**src/rtl/inst_decode_queue_if.sv**
```systemverilog
`default_nettype none
// ============================================================================
// inst_decode_queue_if : operation codes and the fetch/dispatch bus of the
//                        buffered decode stage
// Revision 1.0
// ============================================================================
package inst_decode_queue_pkg;
    localparam logic [5:0] OP_NOP   = 6'd0;
    localparam logic [5:0] OP_LUI   = 6'd1;
    localparam logic [5:0] OP_AUIPC = 6'd2;
    localparam logic [5:0] OP_JAL   = 6'd3;
    localparam logic [5:0] OP_JALR  = 6'd4;
    localparam logic [5:0] OP_BEQ   = 6'd5;
    localparam logic [5:0] OP_BNE   = 6'd6;
    localparam logic [5:0] OP_BLT   = 6'd7;
    localparam logic [5:0] OP_BGE   = 6'd8;
    localparam logic [5:0] OP_BLTU  = 6'd9;
    localparam logic [5:0] OP_BGEU  = 6'd10;
    localparam logic [5:0] OP_LB    = 6'd11;
    localparam logic [5:0] OP_LH    = 6'd12;
    localparam logic [5:0] OP_LW    = 6'd13;
    localparam logic [5:0] OP_LBU   = 6'd14;
    localparam logic [5:0] OP_LHU   = 6'd15;
    localparam logic [5:0] OP_SB    = 6'd16;
    localparam logic [5:0] OP_SH    = 6'd17;
    localparam logic [5:0] OP_SW    = 6'd18;
    localparam logic [5:0] OP_ADDI  = 6'd19;
    localparam logic [5:0] OP_SLTI  = 6'd20;
    localparam logic [5:0] OP_SLTIU = 6'd21;
    localparam logic [5:0] OP_XORI  = 6'd22;
    localparam logic [5:0] OP_ORI   = 6'd23;
    localparam logic [5:0] OP_ANDI  = 6'd24;
    localparam logic [5:0] OP_SLLI  = 6'd25;
    localparam logic [5:0] OP_SRLI  = 6'd26;
    localparam logic [5:0] OP_SRAI  = 6'd27;
    localparam logic [5:0] OP_ADD   = 6'd28;
    localparam logic [5:0] OP_SUB   = 6'd29;
    localparam logic [5:0] OP_SLL   = 6'd30;
    localparam logic [5:0] OP_SLT   = 6'd31;
    localparam logic [5:0] OP_SLTU  = 6'd32;
    localparam logic [5:0] OP_XOR   = 6'd33;
    localparam logic [5:0] OP_SRL   = 6'd34;
    localparam logic [5:0] OP_SRA   = 6'd35;
    localparam logic [5:0] OP_OR    = 6'd36;
    localparam logic [5:0] OP_AND   = 6'd37;
endpackage

interface inst_decode_queue_if;
    logic        if_valid;
    logic        if_ready;
    logic [31:0] if_inst;
    logic [31:0] if_pc;
    logic        if_pred_jump;
    logic        id_valid;
    logic        id_ready;
    logic [5:0]  id_op_type;
    logic [4:0]  id_rd;
    logic [4:0]  id_rs1;
    logic [4:0]  id_rs2;
    logic [31:0] id_imm;
    logic [31:0] id_pc;
    logic        id_pred_jump;
    logic        id_illegal;

    // Master is the environment (fetch + dispatch); slave is the decode queue.
    modport master (
        output if_valid, if_inst, if_pc, if_pred_jump, id_ready,
        input  if_ready, id_valid, id_op_type, id_rd, id_rs1, id_rs2,
               id_imm, id_pc, id_pred_jump, id_illegal
    );

    modport slave (
        input  if_valid, if_inst, if_pc, if_pred_jump, id_ready,
        output if_ready, id_valid, id_op_type, id_rd, id_rs1, id_rs2,
               id_imm, id_pc, id_pred_jump, id_illegal
    );
endinterface
`default_nettype wire

```
**src/rtl/inst_decode_queue.sv**
```systemverilog
`default_nettype none
// ============================================================================
// inst_decode_queue : DEPTH-entry instruction queue with RV32I head decoder
// Revision 1.0
// ============================================================================
module inst_decode_queue
    import inst_decode_queue_pkg::*;
#(
    parameter int DEPTH = 4,
    parameter int PTR_W = $clog2(DEPTH)
) (
    input  logic              clk_in,
    input  logic              rst_in,
    input  logic              rdy_in,
    input  logic              flush_in,
    inst_decode_queue_if.slave bus
);
    localparam logic [PTR_W:0] c_depth      = (PTR_W+1)'(DEPTH);
    localparam logic [6:0]     c_opc_lui    = 7'b0110111;
    localparam logic [6:0]     c_opc_auipc  = 7'b0010111;
    localparam logic [6:0]     c_opc_jal    = 7'b1101111;
    localparam logic [6:0]     c_opc_jalr   = 7'b1100111;
    localparam logic [6:0]     c_opc_branch = 7'b1100011;
    localparam logic [6:0]     c_opc_load   = 7'b0000011;
    localparam logic [6:0]     c_opc_store  = 7'b0100011;
    localparam logic [6:0]     c_opc_opimm  = 7'b0010011;
    localparam logic [6:0]     c_opc_op     = 7'b0110011;
    localparam logic [6:0]     c_f7_zero    = 7'b0000000;
    localparam logic [6:0]     c_f7_alt     = 7'b0100000;

    logic [31:0]      r_inst [DEPTH];
    logic [31:0]      r_pc   [DEPTH];
    logic             r_pj   [DEPTH];
    logic [PTR_W-1:0] r_head;
    logic [PTR_W-1:0] r_tail;
    logic [PTR_W:0]   r_count;

    logic w_full, w_nonempty, w_if_ready, w_id_valid, w_push, w_pop;

    assign w_full     = (r_count == c_depth);
    assign w_nonempty = (r_count != '0);
    assign w_if_ready = rdy_in & ~w_full;
    assign w_id_valid = rdy_in & w_nonempty;
    // Flush wins over both handshakes, so neither side advances that cycle.
    assign w_push     = w_if_ready & bus.if_valid & ~flush_in;
    assign w_pop      = w_id_valid & bus.id_ready & ~flush_in;

    always_ff @(posedge clk_in or negedge rst_in) begin
        if (!rst_in) begin
            r_head  <= '0;
            r_tail  <= '0;
            r_count <= '0;
        end else if (rdy_in) begin
            if (flush_in) begin
                r_head  <= '0;
                r_tail  <= '0;
                r_count <= '0;
            end else begin
                if (w_push) begin
                    r_tail <= r_tail + PTR_W'(1);
                end
                if (w_pop) begin
                    r_head <= r_head + PTR_W'(1);
                end
                case ({w_push, w_pop})
                    2'b10:   r_count <= r_count + (PTR_W+1)'(1);
                    2'b01:   r_count <= r_count - (PTR_W+1)'(1);
                    default: r_count <= r_count;
                endcase
            end
        end
    end

    // Payload needs no reset: every output derived from it is masked by r_count.
    always_ff @(posedge clk_in) begin
        if (w_push) begin
            r_inst[r_tail] <= bus.if_inst;
            r_pc[r_tail]   <= bus.if_pc;
            r_pj[r_tail]   <= bus.if_pred_jump;
        end
    end

    logic [31:0] w_inst;
    logic [6:0]  w_opc;
    logic [2:0]  w_f3;
    logic [6:0]  w_f7;
    logic [31:0] w_imm_i, w_imm_s, w_imm_b, w_imm_u, w_imm_j, w_imm_sh;

    assign w_inst   = r_inst[r_head];
    assign w_opc    = w_inst[6:0];
    assign w_f3     = w_inst[14:12];
    assign w_f7     = w_inst[31:25];
    assign w_imm_i  = {{20{w_inst[31]}}, w_inst[31:20]};
    assign w_imm_s  = {{20{w_inst[31]}}, w_inst[31:25], w_inst[11:7]};
    assign w_imm_b  = {{19{w_inst[31]}}, w_inst[31], w_inst[7], w_inst[30:25],
                       w_inst[11:8], 1'b0};
    assign w_imm_u  = {w_inst[31:12], 12'b0};
    assign w_imm_j  = {{11{w_inst[31]}}, w_inst[31], w_inst[19:12], w_inst[20],
                       w_inst[30:21], 1'b0};
    assign w_imm_sh = {27'b0, w_inst[24:20]};

    logic [5:0]  w_op;
    logic [4:0]  w_rd, w_rs1, w_rs2;
    logic [31:0] w_imm;
    logic        w_legal;

    always_comb begin
        w_op    = OP_NOP;
        w_rd    = '0;
        w_rs1   = '0;
        w_rs2   = '0;
        w_imm   = '0;
        w_legal = 1'b1;
        case (w_opc)
            c_opc_lui: begin
                w_op  = OP_LUI;
                w_rd  = w_inst[11:7];
                w_imm = w_imm_u;
            end
            c_opc_auipc: begin
                w_op  = OP_AUIPC;
                w_rd  = w_inst[11:7];
                w_imm = w_imm_u;
            end
            c_opc_jal: begin
                w_op  = OP_JAL;
                w_rd  = w_inst[11:7];
                w_imm = w_imm_j;
            end
            c_opc_jalr: begin
                w_op    = OP_JALR;
                w_rd    = w_inst[11:7];
                w_rs1   = w_inst[19:15];
                w_imm   = w_imm_i;
                w_legal = (w_f3 == 3'b000);
            end
            c_opc_branch: begin
                w_rs1 = w_inst[19:15];
                w_rs2 = w_inst[24:20];
                w_imm = w_imm_b;
                case (w_f3)
                    3'b000:  w_op = OP_BEQ;
                    3'b001:  w_op = OP_BNE;
                    3'b100:  w_op = OP_BLT;
                    3'b101:  w_op = OP_BGE;
                    3'b110:  w_op = OP_BLTU;
                    3'b111:  w_op = OP_BGEU;
                    default: w_legal = 1'b0;
                endcase
            end
            c_opc_load: begin
                w_rd  = w_inst[11:7];
                w_rs1 = w_inst[19:15];
                w_imm = w_imm_i;
                case (w_f3)
                    3'b000:  w_op = OP_LB;
                    3'b001:  w_op = OP_LH;
                    3'b010:  w_op = OP_LW;
                    3'b100:  w_op = OP_LBU;
                    3'b101:  w_op = OP_LHU;
                    default: w_legal = 1'b0;
                endcase
            end
            c_opc_store: begin
                w_rs1 = w_inst[19:15];
                w_rs2 = w_inst[24:20];
                w_imm = w_imm_s;
                case (w_f3)
                    3'b000:  w_op = OP_SB;
                    3'b001:  w_op = OP_SH;
                    3'b010:  w_op = OP_SW;
                    default: w_legal = 1'b0;
                endcase
            end
            c_opc_opimm: begin
                w_rd  = w_inst[11:7];
                w_rs1 = w_inst[19:15];
                w_imm = w_imm_i;
                case (w_f3)
                    3'b000: w_op = OP_ADDI;
                    3'b010: w_op = OP_SLTI;
                    3'b011: w_op = OP_SLTIU;
                    3'b100: w_op = OP_XORI;
                    3'b110: w_op = OP_ORI;
                    3'b111: w_op = OP_ANDI;
                    3'b001: begin
                        w_imm   = w_imm_sh;
                        w_op    = OP_SLLI;
                        w_legal = (w_f7 == c_f7_zero);
                    end
                    default: begin
                        w_imm = w_imm_sh;
                        if (w_f7 == c_f7_zero) begin
                            w_op = OP_SRLI;
                        end else if (w_f7 == c_f7_alt) begin
                            w_op = OP_SRAI;
                        end else begin
                            w_legal = 1'b0;
                        end
                    end
                endcase
            end
            c_opc_op: begin
                w_rd  = w_inst[11:7];
                w_rs1 = w_inst[19:15];
                w_rs2 = w_inst[24:20];
                case ({w_f7, w_f3})
                    {c_f7_zero, 3'b000}: w_op = OP_ADD;
                    {c_f7_alt,  3'b000}: w_op = OP_SUB;
                    {c_f7_zero, 3'b001}: w_op = OP_SLL;
                    {c_f7_zero, 3'b010}: w_op = OP_SLT;
                    {c_f7_zero, 3'b011}: w_op = OP_SLTU;
                    {c_f7_zero, 3'b100}: w_op = OP_XOR;
                    {c_f7_zero, 3'b101}: w_op = OP_SRL;
                    {c_f7_alt,  3'b101}: w_op = OP_SRA;
                    {c_f7_zero, 3'b110}: w_op = OP_OR;
                    {c_f7_zero, 3'b111}: w_op = OP_AND;
                    default:             w_legal = 1'b0;
                endcase
            end
            default: w_legal = 1'b0;
        endcase
        // Illegal encodings carry no operands, only their pc and predict flag.
        if (!w_legal) begin
            w_op  = OP_NOP;
            w_rd  = '0;
            w_rs1 = '0;
            w_rs2 = '0;
            w_imm = '0;
        end
    end

    assign bus.if_ready     = w_if_ready;
    assign bus.id_valid     = w_id_valid;
    assign bus.id_op_type   = w_nonempty ? w_op  : OP_NOP;
    assign bus.id_rd        = w_nonempty ? w_rd  : '0;
    assign bus.id_rs1       = w_nonempty ? w_rs1 : '0;
    assign bus.id_rs2       = w_nonempty ? w_rs2 : '0;
    assign bus.id_imm       = w_nonempty ? w_imm : '0;
    assign bus.id_pc        = w_nonempty ? r_pc[r_head] : '0;
    assign bus.id_pred_jump = w_nonempty & r_pj[r_head];
    assign bus.id_illegal   = w_nonempty & ~w_legal;
endmodule
`default_nettype wire

```
**src/flat_wrapper.sv**
```systemverilog
// flat-port wrapper written by rule: the top's interface ports become plain ports
module inst_decode_queue_flat import inst_decode_queue_pkg::*;
#(
    parameter int DEPTH = 4,
    parameter int PTR_W = $clog2(DEPTH)
)
  (clk_in, rst_in, rdy_in, flush_in, bus_if_valid, bus_if_inst, bus_if_pc, bus_if_pred_jump, bus_id_ready, bus_if_ready, bus_id_valid, bus_id_op_type, bus_id_rd, bus_id_rs1, bus_id_rs2, bus_id_imm, bus_id_pc, bus_id_pred_jump, bus_id_illegal);
  inst_decode_queue_if bus_i ();
  input  logic clk_in;
  input  logic rst_in;
  input  logic rdy_in;
  input  logic flush_in;
  input wire logic [$bits(bus_i.if_valid)-1:0] bus_if_valid;
  input wire logic [$bits(bus_i.if_inst)-1:0] bus_if_inst;
  input wire logic [$bits(bus_i.if_pc)-1:0] bus_if_pc;
  input wire logic [$bits(bus_i.if_pred_jump)-1:0] bus_if_pred_jump;
  input wire logic [$bits(bus_i.id_ready)-1:0] bus_id_ready;
  output wire logic [$bits(bus_i.if_ready)-1:0] bus_if_ready;
  output wire logic [$bits(bus_i.id_valid)-1:0] bus_id_valid;
  output wire logic [$bits(bus_i.id_op_type)-1:0] bus_id_op_type;
  output wire logic [$bits(bus_i.id_rd)-1:0] bus_id_rd;
  output wire logic [$bits(bus_i.id_rs1)-1:0] bus_id_rs1;
  output wire logic [$bits(bus_i.id_rs2)-1:0] bus_id_rs2;
  output wire logic [$bits(bus_i.id_imm)-1:0] bus_id_imm;
  output wire logic [$bits(bus_i.id_pc)-1:0] bus_id_pc;
  output wire logic [$bits(bus_i.id_pred_jump)-1:0] bus_id_pred_jump;
  output wire logic [$bits(bus_i.id_illegal)-1:0] bus_id_illegal;
  assign bus_i.if_valid = bus_if_valid;
  assign bus_i.if_inst = bus_if_inst;
  assign bus_i.if_pc = bus_if_pc;
  assign bus_i.if_pred_jump = bus_if_pred_jump;
  assign bus_i.id_ready = bus_id_ready;
  assign bus_if_ready = bus_i.if_ready;
  assign bus_id_valid = bus_i.id_valid;
  assign bus_id_op_type = bus_i.id_op_type;
  assign bus_id_rd = bus_i.id_rd;
  assign bus_id_rs1 = bus_i.id_rs1;
  assign bus_id_rs2 = bus_i.id_rs2;
  assign bus_id_imm = bus_i.id_imm;
  assign bus_id_pc = bus_i.id_pc;
  assign bus_id_pred_jump = bus_i.id_pred_jump;
  assign bus_id_illegal = bus_i.id_illegal;
  inst_decode_queue #(.DEPTH(DEPTH), .PTR_W(PTR_W)) u_core (.clk_in(clk_in), .rst_in(rst_in), .rdy_in(rdy_in), .flush_in(flush_in), .bus(bus_i));
endmodule
```
**config.mk**
```make
export PLATFORM = sky130hd
export DESIGN_NAME = inst_decode_queue_flat
export DESIGN_NICKNAME = d
export VERILOG_FILES = /design/src/rtl/inst_decode_queue_if.sv /design/src/rtl/inst_decode_queue.sv /design/src/flat_wrapper.sv
export SDC_FILE = /design/constraint.sdc
export NUM_CORES = 1
export LEC_CHECK = 0
export ABC_AREA = 1
export BUFFER_PORTS_ARGS = -buffer_cell sky130_fd_sc_hd__buf_4
export CAP_MARGIN = 20
export CORE_ASPECT_RATIO = 1.75
export CORE_MARGIN = 2
export CORE_UTILIZATION = 55
export CTS_CLUSTER_SIZE = 24
export DETAILED_ROUTE_END_ITERATION = 7
export MAX_ROUTING_LAYER = met4
export PLACE_DENSITY = 0.86
export SLEW_MARGIN = 20
export SYNTH_ARGS = -nofsm -noshare
export SYNTH_HDL_FRONTEND = slang
export SYNTH_SLANG_ARGS = --single-unit
```
**constraint.sdc**
```tcl
create_clock -name clk_in -period 4.65 [get_ports clk_in]
set_input_delay 0.465 -clock clk_in [delete_from_list [all_inputs] [get_ports clk_in]]
set_output_delay 0.465 -clock clk_in [all_outputs]
set_load 0.005 [all_outputs]
```
==> impl_metrics.csv, run 1 <==
group,metric,value,unit
outcome,status,"completed",
synth,synth_most_common_cell,"edfxtp_1",
synth,syn_area_per_cell,10.9,sq um
synth,synth_async_sr_flop_share,0.0262,
worst_setup_path,cp_max_fo,68,
global_routing,grt_pass1_vias,8685,
power,p_int,4.41,mW
worst_setup_path,reg2reg_from,"u_core.r_count[0]",
worst_setup_path,rr_worst_depth,7,
route,dr_wl_met2,16.3,mm
finish,n_fill_cell,1558,
die,io_pins,160,
timing,slew_violations,0,
power,power.density,472,nW/um^2
die,die_width,116,um
power,swShare,0.340,
finish,nNetsFinal,1331,
route,drtPass1Iterations,5,
worst_setup_path,end_kind,"output port",
worst_setup_path,cp.required,4.18,ns
die,start_util,0.559,
synth,ys_types,40,
finish,areaGrowthSynthToFinish,18.1,%
worst_setup_path,critPathArrivalTime,3.83,ns
die,core,21500,sq um
clock_network,htreeDepth,1,
power,seqPwrFrac,0.414,
synth,synth_common_cells,"260 x edfxtp_1, 223 x nand2_1, 172 x nor2_1, 73 x inv_1, 70 x a21oi_1",
route,drt_iter0_markers,806,
timing,hold_viol,0,
clock_network,cts_sinks,267,
synth,netlist_top_cells_area,"edfxtp_1 65%, nand2_1 7.0%, nor2_1 5.4%, a21oi_1 2.9%, o21ai_0 2.3%",
clock_network,cts_buffer_depth,3,
clock_network,clk_pin_slew,0.07,ns
power,ir_worst_vdd,0.425,mV
synth,ys.flop_type,"edfxtp_1",
power,p_comb_frac,0.306,
clock_network,root_buffer,"clkbuf_16",
power,p_clk_frac,0.280,
timing,maxSlewHeadroom,0.422,
place,io_buffer_count,159,
route,routed.top_layer,"met4",
timing,fin_crit,4.29,ns
route,dr_total_vias,8735,
worst_setup_path,crit_type,"flop to output port",
synth,ys_seq_area_frac,0.664,
timing,rsz0062_at_grt,"no",
global_routing,grt_usage,0.263,
route,wl,29.6,mm
synth,yosysTopAreaCell,"edfxtp_1",
timing,fin_setup_tns,0,ns
place,dp_hpwl,19.5,mm
power,p_leak,5.51,nW
die,die_h,200,um
route,via_per_inst,5.58,
die,rows,71,
hold_path,holdPathStages,1,
clock_network,numCtsBuffers,22,
worst_setup_path,worst_r2r_endpoint,"u_core.r_inst[3][4]",
synth,syn_nets,1183,
worst_setup_path,reg2reg_slack,1.76,ns
clock_network,cts_tree,"done",
finish,final_core_util,0.660,
route,postRouteAntennaNets,0,
worst_setup_path,start_kind,"flop",
clock_network,clkLatencyLatePin,0.51,ns
global_routing,grt_overflow,0,
finish,drive_above_1_share,0.218,
route,wl_met3,2.09,mm
hold_path,hold_class,"input pin to flop",
route,drc,0,
run,maxCapViolCount,0,
timing,finClkSkew,0.00841,ns
timing,final.period_utilization,0.923,
global_routing,grt_start_max_net_pins,69,
global_routing,grt_pass1_wl,44.9,mm
route,wl_met1,9.73,mm
synth,syn_area,12000,sq um
timing,max_freq,0.233,GHz
synth,yosys.area.top_type_share,0.650,
synth,synth-edff-count,260,
timing,worst-slew-pin-transition,0.867,ns
power,switchingPower,2.28,mW
timing,finalSetupViolations,0,
global_routing,antenna_found_initial,2,
route,wire_per_inst,18.9,um
place,gp_congestion,1.01,
clock_network,postCtsSetupBuffers,0,
synth,ys_ff_latch,267,
synth,syn_inst,1107,
synth,yosysWarnings,0,
hold_path,min-delay-start,"bus_if_pc[22]",
hold_path,holdPathEnd,"u_core.r_pc[1][22]",
die,die_area,23100,sq um
-- power by group through the flow --
stage / registers, mW / clock network [mW] / logic, mW
global placement: 2.82 / 0 / 1.98
CTS: 2.77 / 1.89 / 2.03
global route: 2.78 / 1.98 / 2.24
detailed placement: 2.82 / 0 / 2.01
floorplan: 2.78 / 0 / 1.39
finish: 2.77 / 1.87 / 2.05
-- cells by family (layout without fill, tap and decap cells) --
family / after synthesis / count (layout) / share of synthesized area
compound gates: 198 / 198 / 0.0948
buf+inv: 132 / 296 / 0.0527
flops: 267 / 267 / 0.664
fa+ha+maj: 5 / 5 / 0.00583
other cells: 0 / 3 / 0
simple gates: 503 / 503 / 0.181
xor+xnor: 2 / 2 / 0.00146
-- routing by layer --
metal	GRT usage	vias up
met5	-	-
met4	0.129	0
met3	0.0303	96
met2	0.476	442
met1	0.282	4085
li1	-	4112
-- worst max path at each step --
| stage | cells past startpoint | endpoint | start |
|---|---|---|---|
| finish | 14 | bus_id_imm[20] | u_core.r_head[0] |
| global route | 14 | bus_id_imm[20] | u_core.r_head[0] |
| CTS | 14 | bus_id_imm[20] | u_core.r_head[0] |
| detailed placement | 13 | bus_id_imm[20] | u_core.r_head[0] |
| global placement | 17 | bus_id_rs2[1] | u_core.r_head[0] |
| floorplan | 6 | u_core.r_inst[0][0] | rdy_in |
-- what timing repair did --
action	4_1_cts	5_1_grt
hold buffers	1	0
endpoints found under the hold margin	7	0
resized for setup	0	0
-- cell usage in the layout (no fill, tap or decap), types with 2 or more instances in the layout --
cell type	n
xor2_1	2
inv_2	7
clkinvlp_4	3
nor2_4	12
nand2_2	14
ha_1	4
clkinv_4	4
o21ai_1	10
inv_1	73
o21ai_2	3
clkbuf_1	2
edfxtp_1	260
a22oi_1	34
inv_6	2
nand3b_1	3
bufinv_16	2
clkinv_1	4
dfrtp_1	6
buf_4	170
a21oi_2	2
a21oi_1	70
nand2_1	223
nand2_4	3
clkbuf_16	23
clkbuf_8	2
nor2_2	20
nor2_1	168
a31oi_1	3
o21ai_0	55
nand4_1	2
nand3_2	3
nand3_1	53
o22ai_1	17
buf_12	2
diode_2	3
-- worst max-delay path, stage by stage (launching register included) --
cell     delay (ns)
dfrtp_2        0.67
inv_6          0.53
nand2_1        0.13
nand2_1        0.09
nand2_1        0.05
nand2_1        0.15
nand2_2        0.11
nor2_4         0.14
nand2_1        0.12
nand2_2        0.16
inv_2          0.07
a21oi_4        0.55
o21ai_0        0.22
nor2_1         0.17
buf_4          0.13
-- flip-flops by register name (all words and copies together) (netlist names) --
| name | count |
|---|---|
| u_core.r_inst | 128 |
| u_core.r_pc | 128 |
| u_core.r_pj | 4 |
| u_core.r_count | 3 |
| u_core.r_head | 2 |
| u_core.r_tail | 2 |
-- area by class of cell --
| type | instances | area (sq um) | share of cell area |
|---|---|---|---|
| Sequential cell | 267 | 7980 | 0.563 |
| Timing Repair Buffer | 173 | 1330 | 0.0935 |
| Clock inverter | 13 | 138 | 0.00970 |
| Clock buffer | 27 | 611 | 0.0430 |
| Multi-Input combinational cell | 708 | 3440 | 0.242 |
| Tap cell | 292 | 365 | 0.0258 |
| Antenna cell | 3 | 7.51 | 0.000529 |
| Inverter | 83 | 319 | 0.0225 |
-- through the flow --
step / power [mW] / area [sq um] / std cells / worst slack [ns] / hold slack, ns
finish: 6.69 / 14200 / 1566 / 0.358 / 0.148
global route: 6.99 / 14200 / 1565 / 0.114 / 0.143
CTS: 6.69 / 14200 / 1563 / 0.396 / 0.142
detailed placement: 4.83 / 13400 / 1522 / 0.972 / 0.293
global placement: 4.80 / 13400 / 1522 / 1.03 / 0.293
floorplan: 4.17 / 12000 / 1107 / 0.331 / 0.169
(Power assumes the default switching activity.)
==> run 2, diff against run 1 <==
==> constraint.sdc (replaced) <==
create_clock -name clk_in -period 4.65 [get_ports clk_in]
set_input_delay 0.465 -clock clk_in [delete_from_list [all_inputs] [get_ports clk_in]]
set_output_delay 0.465 -clock clk_in [all_outputs]
set_load 0.1 [all_outputs]
==> impl_metrics.csv, run 2 (same netlist as run 1, synthesis figures left out) <==
group,metric,value,unit
global_routing,grt_pass1_vias,8773,
finish,areaGrowthSynthToFinish,18.1,%
worst_setup_path,cp_max_fo,70,
place,gp_congestion,0.948,
clock_network,postCtsSetupBuffers,0,
timing,finalSetupViolations,0,
global_routing,grt_overflow,0,
clock_network,cts_sinks,267,
route,wire_per_inst,18.7,um
route,drt_iter0_markers,689,
worst_setup_path,rr_worst_depth,7,
outcome,status,"completed",
clock_network,cts_buffer_depth,3,
global_routing,antenna_found_initial,3,
place,place_inst,1521,
route,drc,0,
finish,layoutNonFillerInstCount,1566,
die,die_width,116,um
place,dp_hpwl,19.2,mm
worst_setup_path,cp.required,4.18,ns
timing,hold_viol,0,
finish,regArea,7980,sq um
worst_setup_path,crit_type,"flop to output port",
clock_network,numCtsBuffers,22,
timing,maxSlewHeadroom,0.470,
die,core,21500,sq um
route,via_per_inst,5.61,
timing,timing.hold.ws,0.165,ns
die,die_area,23100,sq um
die,die_h,200,um
hold_path,hold_class,"input pin to flop",
timing,rsz0062_at_grt,"no",
finish,largestRegisters,"u_core.r_inst x128, u_core.r_pc x128, u_core.r_pj x4",
clock_network,clk_pin_slew,0.07,ns
place,io_buffer_count,159,
route,postRouteAntennaNets,0,
finish,final_cell_mix,"260 x edfxtp_1, 223 x nand2_1, 168 x nor2_1",
worst_setup_path,critPathArrivalTime,3.86,ns
power,p_leak,5.51,nW
timing,worst-slew-pin-transition,0.796,ns
worst_setup_path,start_kind,"flop",
clock_network,hold_buffers,1,
timing,slew_violations,0,
clock_network,root_buffer,"clkbuf_16",
route,wl,29.3,mm
die,start_util,0.559,
finish,multi_input_area,3440,sq um
finish,n_fill_cell,1601,
hold_path,holdPathStages,1,
power,power.density,541,nW/um^2
run,maxCapViolCount,0,
timing,final.period_utilization,0.930,
power,ir_worst_vdd,0.814,mV
finish,nNetsFinal,1330,
finish,finalInstanceArea,14200,sq um
global_routing,grt_usage,0.262,
finish,layout_commonest_cell,"edfxtp_1",
die,rows,71,
worst_setup_path,end_kind,"output port",
die,io_pins,160,
clock_network,clkLatencyLatePin,0.50,ns
finish,drive_above_1_share,0.214,
clock_network,cts_tree,"done",
route,dr_total_vias,8787,
clock_network,postCtsResizedCells,0,
timing,finClkSkew,0.00823,ns
timing,max_freq,0.231,GHz
timing,fin_crit,4.32,ns
route,drtPass1Iterations,7,
global_routing,grt_pass1_wl,44.7,mm
place,dpl-instance-area,13400,sq um
clock_network,htreeDepth,1,
global_routing,grt_start_max_net_pins,71,
-- run 2: final timing paths --
path / end / from / slack [ns]
min in group asynchronous: u_core.r_count[0] / rst_in / 0.32
max in group asynchronous: u_core.r_head[0] / rst_in / 4.19
worst max register to register: u_core.r_pc[0][3] / u_core.r_count[0] / 2.05
worst min register to register: u_core.r_count[2] / u_core.r_count[2] / 0.62
worst min-delay path: u_core.r_pc[2][20] / bus_if_pc[20] / 0.16
worst max-delay path: bus_id_rd[4] / u_core.r_head[0] / 0.33
-- run 2: critical path: stages, from the launching register on --
cell and delay [ns]:
dfrtp_2 0.40, buf_4 0.65, nand2_1 0.15, nand3_1 0.17
nand2_1 0.14, inv_1 0.12, nand2_1 0.06, nor2_1 0.11
nand2_2 0.11, nor2_1 0.34, nor2_1 0.10, nand3_1 0.12
nor2_2 0.06, nand2_4 0.11, nand2_4 0.18, nor2_1 0.21
buf_4 0.32
-- run 2: power by group --
| group | total (mW) | switching, mW | internal (mW) |
|---|---|---|---|
| sequential | 2.74 | 0.0295 | 2.71 |
| combinational | 3.08 | 2.43 | 0.653 |
| clock | 1.85 | 0.777 | 1.07 |
-- run 2: final cells by class --
class | instances | area share
tap | 292 | 0.0257
clock buffer | 28 | 0.0419
inverter | 83 | 0.0225
multi-input combinational | 708 | 0.242
sequential | 267 | 0.563
clock inverter | 12 | 0.00961
timing repair buffer | 172 | 0.0947
antenna | 4 | 0.000705
-- run 2: routing by layer --
layer | track usage | vias up | part of all wire
li1 | - | 4105 | -
met1 | 0.277 | 4215 | 0.35
met2 | 0.470 | 391 | 0.55
met3 | 0.0325 | 76 | 0.060
met4 | 0.138 | 0 | 0.043
met5 | - | - | 0
-- run 2: through the flow --
step	setup slack (ns)	setup TNS [ns]	total power, mW	util
final	0.325	0	7.67	0.660
after global routing	0.0342	0	7.98	0.660
after CTS	0.367	0	7.68	0.660
after detailed placement	0.912	0	5.84	0.625
after global placement	0.935	0	5.81	0.625
after floorplan	-0.282	-73.40	5.16	-
